### config.mk
export PLATFORM = sky130hd
export DESIGN_NAME = move_replay_buffer
export DESIGN_NICKNAME = d
export VERILOG_FILES = /design/src/rtl/maze_pkg.sv /design/src/rtl/move_mem.sv /design/src/rtl/move_replay_buffer.sv
export SDC_FILE = /design/constraint.sdc
export NUM_CORES = 1
export LEC_CHECK = 0
export CAP_MARGIN = 20
export CORE_MARGIN = 2
export CORE_UTILIZATION = 45
export DETAILED_ROUTE_END_ITERATION = 6
export PLACE_DENSITY = 0.69
export SKIP_LAST_GASP = 1
export SLEW_MARGIN = 0
export SYNTH_ARGS = -nofsm -noshare
export SYNTH_HDL_FRONTEND = slang
export SYNTH_HIERARCHICAL = 1
export SYNTH_SLANG_ARGS = --single-unit
### constraint.sdc
create_clock -name clk -period 7.82 [get_ports clk]
set_input_delay 1.564 -clock clk [delete_from_list [all_inputs] [get_ports clk]]
set_output_delay 1.564 -clock clk [all_outputs]
set_load 0.01 [all_outputs]
### src/rtl/maze_pkg.sv
// Shared maze types: move direction encoding (common with the solver),
// replay buffer state encoding and default sizing constants.
package maze_pkg;

  typedef enum logic [1:0] {
    DIR_UP    = 2'b00,
    DIR_RIGHT = 2'b01,
    DIR_LEFT  = 2'b10,
    DIR_DOWN  = 2'b11
  } dir_t;

  typedef enum logic [2:0] {
    ST_IDLE    = 3'd0,
    ST_CAPTURE = 3'd1,
    ST_REPLAY  = 3'd2,
    ST_FINISH  = 3'd3,
    ST_ERR     = 3'd4
  } rpl_state_t;

  localparam int DEFAULT_DEPTH    = 256;
  localparam int DEFAULT_MAZE_DIM = 16;

endpackage

### src/rtl/move_mem.sv
// Move storage: DEPTH x 2-bit register array, synchronous write,
// asynchronous read, no reset (contents are don't-care until written).
module move_mem #(
  parameter int DEPTH = 256,
  parameter int AW    = 8
) (
  input  logic          clk,
  input  logic          we,
  input  logic [AW-1:0] waddr,
  input  logic [1:0]    wdata,
  input  logic [AW-1:0] raddr,
  output logic [1:0]    rdata
);

  logic [1:0] mem [DEPTH];

  always_ff @(posedge clk) begin
    if (we) mem[waddr] <= wdata;
  end

  assign rdata = mem[raddr];

endmodule

### src/rtl/move_replay_buffer.sv
// Captures solver moves, then replays the stored path over valid/ready.
// Optional position tracking is enabled with the MOVE_POS_TRACK_EN macro.
//
// state      | meaning
// IDLE       | waiting for start, solver inputs ignored
// CAPTURE    | storing move strobes until solver reports done/fail
// REPLAY     | presenting stored moves to the consumer
// FINISH     | path fully delivered (or empty), path_len holds count
// ERR        | overflow or solver failure, flags held until start
module move_replay_buffer
  import maze_pkg::*;
#(
  parameter int DEPTH    = DEFAULT_DEPTH,
  parameter int MAZE_DIM = DEFAULT_MAZE_DIM,
  parameter int COORD_W  = 4,
  localparam int CW      = $clog2(DEPTH + 1)
) (
  input  logic          clk,
  input  logic          rst,
  input  logic          start,
  input  logic          in_valid,
  input  logic [1:0]    in_dir,
  input  logic          solver_done,
  input  logic          solver_fail,
  input  logic          out_ready,
  output logic          out_valid,
  output logic [1:0]    out_dir,
  output logic          out_last,
  output logic [CW-1:0] path_len,
  output logic          busy,
  output logic          overflow,
`ifdef MOVE_POS_TRACK_EN
  output logic [COORD_W-1:0] pos_row,
  output logic [COORD_W-1:0] pos_col,
  output logic               pos_err,
`endif
  output logic          fail
);

  localparam int AW = $clog2(DEPTH);

  if (DEPTH < 2 || (2 ** COORD_W) < MAZE_DIM) begin : g_bad_param
    $error("move_replay_buffer: DEPTH must be >= 2 and 2**COORD_W >= MAZE_DIM");
  end

  rpl_state_t    state, state_nxt;
  logic [AW-1:0] wr_ptr, rd_ptr;
  logic [CW-1:0] count, count_sum;
  logic          arm, take_move, drop_move, xfer, enter_replay;
  logic [1:0]    rd_data;

  assign take_move = (state == ST_CAPTURE) && in_valid && (count != CW'(DEPTH));
  assign drop_move = (state == ST_CAPTURE) && in_valid && (count == CW'(DEPTH));
  assign count_sum = count + CW'(take_move);

  assign out_valid = (state == ST_REPLAY);
  assign out_dir   = out_valid ? rd_data : 2'b00;
  assign out_last  = out_valid && (CW'(rd_ptr) == count - CW'(1));
  assign xfer      = out_valid && out_ready;
  assign busy      = (state == ST_CAPTURE) || (state == ST_REPLAY);
  assign path_len  = count;

  always_comb begin
    state_nxt = state;
    arm       = 1'b0;
    case (state)
      ST_IDLE, ST_FINISH, ST_ERR: begin
        if (start) begin
          state_nxt = ST_CAPTURE;
          arm       = 1'b1;
        end
      end
      ST_CAPTURE: begin
        // failure wins over done; a same-cycle move counts towards the path
        if (solver_fail || drop_move) state_nxt = ST_ERR;
        else if (solver_done)         state_nxt = (count_sum != '0) ? ST_REPLAY : ST_FINISH;
      end
      ST_REPLAY: begin
        if (xfer && out_last) state_nxt = ST_FINISH;
      end
      default: state_nxt = ST_IDLE;
    endcase
  end

  assign enter_replay = (state == ST_CAPTURE) && (state_nxt == ST_REPLAY);

  always_ff @(posedge clk) begin
    if (!rst) begin
      state    <= ST_IDLE;
      wr_ptr   <= '0;
      rd_ptr   <= '0;
      count    <= '0;
      overflow <= 1'b0;
      fail     <= 1'b0;
    end else begin
      state <= state_nxt;
      if (arm) begin
        wr_ptr   <= '0;
        rd_ptr   <= '0;
        count    <= '0;
        overflow <= 1'b0;
        fail     <= 1'b0;
      end else begin
        if (take_move) begin
          count <= count_sum;
          // wr_ptr parks on the last slot so it never wraps past DEPTH-1
          if (wr_ptr != AW'(DEPTH - 1)) wr_ptr <= wr_ptr + AW'(1);
        end
        if (drop_move) overflow <= 1'b1;
        if ((state == ST_CAPTURE) && solver_fail) fail <= 1'b1;
        if (xfer && !out_last) rd_ptr <= rd_ptr + AW'(1);
      end
    end
  end

  move_mem #(
    .DEPTH (DEPTH),
    .AW    (AW)
  ) u_mem (
    .clk   (clk),
    .we    (take_move),
    .waddr (wr_ptr),
    .wdata (in_dir),
    .raddr (rd_ptr),
    .rdata (rd_data)
  );

`ifdef MOVE_POS_TRACK_EN
  localparam logic [COORD_W-1:0] MAX_C = COORD_W'(MAZE_DIM - 1);

  always_ff @(posedge clk) begin
    if (!rst || arm || enter_replay) begin
      pos_row <= '0;
      pos_col <= '0;
      pos_err <= 1'b0;
    end else if (xfer) begin
      case (dir_t'(rd_data))
        DIR_UP: begin
          if (pos_row == '0) pos_err <= 1'b1;
          else               pos_row <= pos_row - COORD_W'(1);
        end
        DIR_DOWN: begin
          if (pos_row == MAX_C) pos_err <= 1'b1;
          else                  pos_row <= pos_row + COORD_W'(1);
        end
        DIR_LEFT: begin
          if (pos_col == '0) pos_err <= 1'b1;
          else               pos_col <= pos_col - COORD_W'(1);
        end
        default: begin
          if (pos_col == MAX_C) pos_err <= 1'b1;
          else                  pos_col <= pos_col + COORD_W'(1);
        end
      endcase
    end
  end
`endif

endmodule
==> flow_summary_export.csv <==
group,metric,value,unit
outcome,status,"finished, final reports clean",
layout,utilization,0.503,
die,die_h,232,um
place,port-buffer-count,24,
logic_synthesis,synth_commonest_cells,"edfxtp_1 (512), nor2_1 (303), mux4_2 (82), mux2i_1 (62), clkbuf_1 (55)",
clock_tree,cts_hold_buf,0,
setup_path,r2r_setup_slack,4.14,ns
power,power_frac_seq,0.510,
global_route,antenna_found_initial,0,
global_route,grt_max_degree,145,
die,initial_core_util,0.454,
clock_tree,numCtsBuffers,51,
logic_synthesis,synth_top_area_cell,"edfxtp_1",
route,drt_pre_antenna_iters,5,
logic_synthesis,synth_edf_count,512,
setup_path,path_max_fanout,51,
die,die-area,0.0536,sq mm
global_route,grt_remaining_overflow,0,
power,combinationalPowerShare,0.060,
route,ant_nets,0,
sta,finalSetupViolations,0,
die,rows,83,
power,swShare,0.214,
sta,skew,0.0169,ns
sta,hold_viol,0,
setup_path,crit_path_end_kind,"output port",
layout,antenna_cells,0,
route,drc,0,
setup_path,critPathRequiredTime,6.26,ns
logic_synthesis,yosysWarnings,6,
die,die_x,232,um
die,fp.coreArea,0.0513,sq mm
setup_path,cp-start-kind,"flip-flop",
setup_path,path_class,"reg -> out",
route,vias,13278,
logic_synthesis,synth_area,0.0233,sq mm
clock_tree,clk_pin_slew,0.07,ns
sta,rsz0062_at_grt,"false",
clock_tree,clock_latency,0.61,ns
sta,worstMarginPinSlew,1.14,ns
job,drv_cap,0,
layout,nets,1495,
logic_synthesis,netlist.area_leader.share,0.660,
power,p_per_area,245,mW/mm^2
logic_synthesis,avgSynthCellArea,15.8,sq um
sta,period_share,0.775,
clock_tree,cts_resized,0,
route,wire_per_inst,25.0,um
logic_synthesis,ys_ff_latch,542,
logic_synthesis,async_flop_share,0,
logic_synthesis,post-synth-top-count-cell,"edfxtp_1",
global_route,grt_pass1_vias,13030,
die,pin_count,25,
logic_synthesis,synth.distinct_cells,79,
route,routed_wl,55.0,mm
clock_tree,cts_tree,"built",
power,p_switching,0.00135,W
power,ir_drop,0.153,mV
logic_synthesis,synth_cells,1476,
clock_tree,cts_max_path_buffers,3,
sta,slew_violations,0,
power,leakagePower,7.63,nW
route,drt_iter0_drc,1561,
power,pwr-share-clk,0.431,
clock_tree,post_cts_buffers,0,
place,post-dp-hpwl,32.7,mm
logic_synthesis,synth_seq_area_share,0.686,
sta,fin_setup_tns,0,ns
clock_tree,cts_sinks,542,
place,place.gp.congestion,0.804,
global_route,grt_usage,0.206,
route,viasPerCell,6.03,
logic_synthesis,synthFlopType,"edfxtp_1",
sta,post-route-min-period,6.06,ns
setup_path,arrival,4.50,ns
layout,area_growth,10.7,%
clock_tree,cts_max_level,2,
logic_synthesis,syn_nets,1491,
hold_path,hold_class,"reg -> reg",
clock_tree,cts_root_buf,"clkbuf_16",
logic_synthesis,netlist_top_cells_area,"edfxtp_1 (66%), mux4_2 (7.9%), nor2_1 (4.9%)",
global_route,grt_pass1_wl,81.6,mm
sta,timing.fmax,165,MHz
sta,max-slew-margin-rel,0.238,
power,p_int,0.00495,W
layout,drive_gt1_frac,0.151,
## flip-flops by register name (all words and copies together), names as in the netlist
name,cells
u_mem/mem,512
overflow,1
wr_ptr,8
state,3
fail,1
path_len,9
rd_ptr,8
## power by group through the flow
stage / combinational, W / sequential (W) / clock (W)
2_1_floorplan: 0.000278 / 0.00326 / 0
3_3_place_gp: 0.000369 / 0.00328 / 0
3_5_place_dp: 0.000374 / 0.00328 / 0
4_1_cts: 0.000376 / 0.00321 / 0.00275
5_1_grt: 0.000405 / 0.00322 / 0.00285
6_report: 0.000376 / 0.00322 / 0.00271
## placed cells by master (no fill, tap or decap), types with 14 or more instances in the layout
| master | netlist | final |
|---|---|---|
| o221ai_1 | 16 | 16 |
| buf_4 | 3 | 25 |
| nor2_1 | 303 | 303 |
| xnor2_1 | 18 | 18 |
| mux4_2 | 82 | 82 |
| a21oi_1 | 22 | 21 |
| edfxtp_1 | 512 | 512 |
| mux4_1 | 20 | 20 |
| nand4_1 | 14 | 14 |
| nor2b_1 | 16 | 15 |
| clkdlybuf4s50_1 | 0 | 22 |
| nand3_1 | 39 | 39 |
| mux2i_1 | 62 | 62 |
| clkbuf_16 | 0 | 51 |
| dfxtp_1 | 30 | 27 |
| nand2_1 | 51 | 51 |
## final timing paths
check / start / depth (start not counted) / endpoint
worst min-delay path: fail / 2 / fail
worst max-delay path: rd_ptr[0] / 9 / out_dir[0]
worst min register to register: fail / 2 / fail
worst max register to register: path_len[1] / 13 / state[0]
## final cells by class
class,count,area (sq um)
Sequential cell,542,16000
Fill cell,4175,25500
Clock buffer,59,1320
Multi-Input combinational cell,824,6590
Inverter,9,33.8
Timing Repair Buffer,52,485
Tap cell,680,851
Clock inverter,36,523
## worst max-delay path, cell delays in order, from the launching register on
cell and delay (ns):
dfxtp_4 0.99, buf_4 0.54, mux4_2 0.57, mux4_2 0.48, nand3_1 0.12, o21ai_0 0.20, o22ai_1 0.23, a211oi_2 0.05
and2_1 0.19, clkdlybuf4s50_1 0.50
## through the flow
stage	std cells	hold WS [ns]	setup slack, ns	instance area, sq um	total power, W
after floorplan	1476	0.492	3.88	23300	0.00354
after global placement	2106	0.450	2.40	23900	0.00365
after detailed placement	2107	0.464	2.35	23900	0.00365
after CTS	2202	0.480	1.70	25800	0.00634
after global routing	2202	0.532	1.56	25800	0.00647
final	2202	0.471	1.76	25800	0.00631
## layer usage
metal	vias to the layer above	wire length, um	GRT usage
li1	5767	-	-
met1	6857	22600	0.277
met2	551	26700	0.337
met3	103	4010	0.0369
met4	0	1680	0.0737
met5	-	0	0
## logic make-up (layout without fill, tap and decap cells)
family / count (synthesis) / count (layout) / share of synthesized area
compound gates: 144 / 144 / 0.0461
xor+xnor: 27 / 27 / 0.0109
fa+ha+maj: 6 / 6 / 0.00322
buf+inv: 110 / 156 / 0.0319
flops: 542 / 542 / 0.686
mux: 173 / 173 / 0.133
simple gates: 474 / 474 / 0.0895
(Power assumes the default switching activity.)
